$ cat config.mk
export PLATFORM = sky130hd
export DESIGN_NAME = mgmt_uart_tx
export DESIGN_NICKNAME = d
export VERILOG_FILES = /design/src/rtl/mgmt_uart_tx.sv
export SDC_FILE = /design/constraint.sdc
export NUM_CORES = 1
export LEC_CHECK = 0
export CAP_MARGIN = 20
export CORE_UTILIZATION = 45
export CTS_CLUSTER_SIZE = 30
export DETAILED_ROUTE_END_ITERATION = 8
export SYNTH_ARGS = -nofsm -noshare
export SYNTH_HDL_FRONTEND = slang
export SYNTH_SLANG_ARGS = --single-unit
$ cat constraint.sdc
create_clock -name clock -period 4.9 [get_ports clock]
set_input_delay 0.735 -clock clock [delete_from_list [all_inputs] [get_ports clock]]
set_output_delay 0.735 -clock clock [all_outputs]
set_load 0.005 [all_outputs]
$ cat src/rtl/mgmt_uart_tx.sv
// Management UART transmitter: byte FIFO feeding an 8N1 serializer with a
// per-frame latched bit-period divisor. All outputs except wr_ready are flops.
module mgmt_uart_tx #(
   parameter int DEPTH     = 8,
   parameter int DIV_WIDTH = 16
) (
   input  logic                   clock,
   input  logic                   reset,
   input  logic                   enable,
   input  logic [DIV_WIDTH-1:0]   divisor,
   input  logic                   wr_valid,
   input  logic [7:0]             wr_data,
   output logic                   wr_ready,
   output logic                   ser_tx,
   output logic                   busy,
   output logic [$clog2(DEPTH):0] fifo_level,
   output logic                   tx_done,
   output logic [1:0]             dbg_state
);

   localparam int AW = $clog2(DEPTH);
   localparam logic [AW:0] FULL = (AW+1)'(DEPTH);
   localparam logic [DIV_WIDTH-1:0] DIV_ONE = DIV_WIDTH'(1);

   localparam logic [1:0] S_IDLE  = 2'd0;
   localparam logic [1:0] S_START = 2'd1;
   localparam logic [1:0] S_DATA  = 2'd2;
   localparam logic [1:0] S_STOP  = 2'd3;

   logic [1:0]           state_q, state_d;
   logic [DIV_WIDTH-1:0] cnt_q, cnt_d;
   logic [DIV_WIDTH-1:0] div_q, div_d;
   logic [7:0]           shreg_q, shreg_d;
   logic [2:0]           bit_q, bit_d;
   logic                 ser_tx_q, ser_tx_d;
   logic                 busy_q, busy_d;
   logic                 tx_done_q, tx_done_d;
   logic [AW-1:0]        wr_ptr_q, wr_ptr_d;
   logic [AW-1:0]        rd_ptr_q, rd_ptr_d;
   logic [AW:0]          level_q, level_d;
   logic [7:0]           mem_q [DEPTH];

   logic                 push, pop, last_stop;
   logic [DIV_WIDTH-1:0] div_eff;

   // Handshake: a byte is taken on any cycle with wr_valid && wr_ready; wr_ready
   // depends only on the registered level, never on a same-cycle pop.
   assign wr_ready  = (level_q != FULL);
   assign push      = wr_valid && wr_ready;
   assign last_stop = (state_q == S_STOP) && (cnt_q == '0);
   assign pop       = ((state_q == S_IDLE) || last_stop) && enable && (level_q != '0);
   assign div_eff   = (divisor == '0) ? DIV_ONE : divisor;

   always_comb begin
      state_d = state_q;
      cnt_d   = cnt_q;
      div_d   = div_q;
      shreg_d = shreg_q;
      bit_d   = bit_q;
      case (state_q)
         S_START: begin
            if (cnt_q == '0) begin
               state_d = S_DATA;
               cnt_d   = div_q - DIV_ONE;
               bit_d   = 3'd0;
            end else begin
               cnt_d = cnt_q - DIV_ONE;
            end
         end
         S_DATA: begin
            if (cnt_q == '0) begin
               cnt_d = div_q - DIV_ONE;
               if (bit_q == 3'd7) begin
                  state_d = S_STOP;
               end else begin
                  bit_d   = bit_q + 3'd1;
                  shreg_d = {1'b0, shreg_q[7:1]};
               end
            end else begin
               cnt_d = cnt_q - DIV_ONE;
            end
         end
         S_STOP: begin
            if (cnt_q == '0) state_d = S_IDLE;
            else             cnt_d   = cnt_q - DIV_ONE;
         end
         default: ;
      endcase
      // A pop on the last stop cycle overrides the return to idle: no gap.
      if (pop) begin
         state_d = S_START;
         div_d   = div_eff;
         cnt_d   = div_eff - DIV_ONE;
         shreg_d = mem_q[rd_ptr_q];
         bit_d   = 3'd0;
      end
   end

   always_comb begin
      case (state_d)
         S_START: ser_tx_d = 1'b0;
         S_DATA:  ser_tx_d = shreg_d[0];
         default: ser_tx_d = 1'b1;
      endcase
      busy_d    = (state_d != S_IDLE);
      tx_done_d = (state_d == S_STOP) && (cnt_d == '0);
   end

   always_comb begin
      wr_ptr_d = push ? wr_ptr_q + 1'b1 : wr_ptr_q;
      rd_ptr_d = pop  ? rd_ptr_q + 1'b1 : rd_ptr_q;
      case ({push, pop})
         2'b10:   level_d = level_q + 1'b1;
         2'b01:   level_d = level_q - 1'b1;
         default: level_d = level_q;
      endcase
   end

   always_ff @(posedge clock or posedge reset) begin
      if (reset) begin
         state_q   <= S_IDLE;
         cnt_q     <= '0;
         div_q     <= DIV_ONE;
         shreg_q   <= '0;
         bit_q     <= '0;
         ser_tx_q  <= 1'b1;
         busy_q    <= 1'b0;
         tx_done_q <= 1'b0;
         wr_ptr_q  <= '0;
         rd_ptr_q  <= '0;
         level_q   <= '0;
      end else begin
         state_q   <= state_d;
         cnt_q     <= cnt_d;
         div_q     <= div_d;
         shreg_q   <= shreg_d;
         bit_q     <= bit_d;
         ser_tx_q  <= ser_tx_d;
         busy_q    <= busy_d;
         tx_done_q <= tx_done_d;
         wr_ptr_q  <= wr_ptr_d;
         rd_ptr_q  <= rd_ptr_d;
         level_q   <= level_d;
      end
   end

   // Storage needs no reset: a slot is only read after it has been written.
   always_ff @(posedge clock) begin
      if (push) mem_q[wr_ptr_q] <= wr_data;
   end

   assign ser_tx     = ser_tx_q;
   assign busy       = busy_q;
   assign tx_done    = tx_done_q;
   assign fifo_level = level_q;
   assign dbg_state  = state_q;

endmodule

==> impl_metrics.ini <==
[clock_tree]
root_buffer = clkbuf_16
cts_buffers = 17
clk_latency_ns = 0.42
clkSinkCount = 122
cts_resized = 0
path_clk_slew_ns = 0.06
cts_tree = yes
cts_buffer_depth = 2
htreeDepth = 4
postCtsHoldBufs = 0
cts_setup_buffers = 0

[job]
maxCapViolations = 0

[sta]
skew_ns = 0.0109
maxSlewHeadroom = 0.457
timing.setup.tns_ns = 0
maxSlewViolCount = 0
tightestPinTransition_ns = 0.815
max_freq_mhz = 269
rsz0062_at_grt = false
finalSetupViolCount = 0
hold_viol_final = 0
hold_slack_ns = 0.492
min_period_ns = 3.72
fin_crit_sh = 0.759

[power_and_ir_drop]
power_w = 0.00287
cellPowerDensity_mw_per_mm2 = 379
ir_drop_mv = 0.294
leakage_nw = 2.83

[placement]
gp_congestion = 0.906
io_buffers = 37
dp_hpwl_mm = 10.9

[yosys]
synthTopCellsByCount = nand2_1 (75), edfxtp_1 (64), dfrtp_1 (56)
ys_seq_area_frac = 0.528
synth_most_common_cell = nand2_1
synth_seq_cells = 122
synthCells = 561
synth_cell_types = 74
avgSynthCellArea_um2 = 11.4
synthDominantCellAreaShare = 0.301
yosysTopAreaCell = edfxtp_1
syn_nets = 606
yosys_warnings = 0
synth_area_leaders = edfxtp_1 (30%), dfrtp_1 (22%), mux4_2 (5.6%)
synthFlopType = edfxtp_1
syn-cell-area_mm2 = 0.00639
synth_edf_count = 64
async_flop_share = 0.475

[worst_setup_path]
worstPathCellList = clkdlybuf4s50_1 -> nor4_1 -> and4b_1 -> a21oi_1 -> ha_1 -> nor3b_1 -> nand3b_1 -> nor2_1 -> xnor2_1 -> o221ai_1 -> nor4_2 -> nand2_1 -> nor4b_2
critPathSlowestCell = nor4_1
worstPathMaxFanout = 5
critPathCaptureType = flip-flop
crit_required_ns = 5.23
worstSetupPathType = in2reg
regToRegSetupSlack_ns = 1.48
cp.arrival_ns = 4.05
cp-start-kind = primary input
crit_buf_inv = 1
crit_family = simple AND/OR/NAND/NOR gates
cp_slowest_stage_delay_ns = 0.62

[routing]
drcViolationCount = 0
first_pass_iters = 5
routed_via_density = 5.90
postRouteAntennaNets = 0
vias = 4663
routed_wl_mm = 15.2
initialDrtViolationCount = 361
post_drt_wl_per_cell_um = 19.2

[floorplanning]
fp.dieW_um = 121
coreArea_mm2 = 0.0139
num_rows = 43
initial_core_util = 0.461
io_pins = 38
dieArea_mm2 = 0.0147
die_h_um = 121

[grt]
grt_max_degree = 35
track_usage = 0.226
antenna_found_initial = 0
grt_pass1_vias = 4706
grt_overflow = 0
grt_pass1_wl_mm = 25.0

[cells_and_area]
num_antenna_cells = 0
final.fill_count = 1206
area_growth_pct = 18.6
drive_above_1_share = 0.129
finalNetCount = 643
fin_util = 0.546

[min_path]
min_path_type = reg2reg

[outcome]
status = finished, final reports clean
==> metrics by stage <==
step           worst slack (ns)  cells  area, um^2
2_1_floorplan              1.38    561        6390
3_3_place_gp              0.923    757        6920
3_5_place_dp              0.777    759        6950
4_1_cts                    1.20    791        7580
5_1_grt                   0.843    791        7580
6_report                   1.18    791        7580
==> tightest hold or removal path, stage by stage (launching register included) <==
cell and delay, ns:
dfrtp_1 0.34, nand2_1 0.06, o21ai_0 0.06
==> cell families after synthesis <==
kind of cell             count (synthesis)  synth area share
AO/OA/AOI/OAI                          112             0.121
XOR/XNOR                                28            0.0384
adder cells (fa/ha/maj)                 17            0.0344
buffers and inverters                   45            0.0292
flip-flops                             122             0.528
multiplexers                            30            0.0785
AND/OR/NAND/NOR                        207             0.171
==> metal layers <==
| layer | global-route usage | routed length, um |
|---|---|---|
| met1 | 0.277 | 6320 |
| met2 | 0.381 | 7680 |
| met3 | 0.0489 | 639 |
| met4 | 0.104 | 546 |
| met5 | 0 | 0 |
==> report_power, final <==
part	leakage, nW	internal, W	switching [W]
Combinational	1.28	0.000138	0.000153
Clock	0.309	0.000821	0.000512
Sequential	1.24	0.00119	0.0000552
Total	2.83	0.00215	0.000720
==> path summary, 6_finish.rpt <==
kind / from / end / depth (start not counted)
setup / recovery: divisor[10] / tx_done / 13
hold / removal: shreg_q[7] / shreg_q[7] / 2
setup reg to reg: cnt_q[0] / tx_done / 11
hold reg to reg: shreg_q[7] / shreg_q[7] / 2
max in group asynchronous: reset / ser_tx / 3
min in group asynchronous: reset / fifo_level[2] / 2
==> cell type report <==
cell class	instances	area, um^2	share of cell area
Clock inverter	15	200	0.0264
Tap cell	180	225	0.0297
Multi-Input combinational cell	394	2830	0.373
Timing Repair Buffer	47	463	0.0611
Inverter	16	60.1	0.00792
Clock buffer	17	425	0.0561
Sequential cell	122	3380	0.445
==> registers in the layout (all words and copies together) (netlist names) <==
signal	count
cnt_q	16
shreg_q	8
dbg_state	2
rd_ptr_q	3
busy	1
wr_ptr_q	3
tx_done	1
bit_q	3
div_q	16
ser_tx	1
mem_q	64
fifo_level	4
==> placed cells by master, fill, tap and decap left out, types with 3 or more instances in the layout <==
cell,instances
dfrtp_1,56
or2_2,4
or3_1,4
or4_1,10
a221oi_1,4
nor3_1,14
nor2b_1,11
inv_1,14
nand3_1,10
nand2_1,75
a21o_1,4
bufinv_16,3
clkdlybuf4s50_1,37
a31oi_1,5
inv_6,5
o21ai_0,20
ha_1,16
a22oi_1,6
clkbuf_16,17
o31ai_1,10
nor2_1,34
buf_4,8
edfxtp_1,64
mux2i_1,13
o21a_1,3
inv_8,4
xor2_1,16
a21oi_1,19
nor3b_1,3
o211ai_1,3
nor4_1,13
nand2b_1,4
a211oi_1,15
nand4_1,5
mux4_2,16
xnor2_1,12
Note: power is estimated with default switching activity, not from simulation.
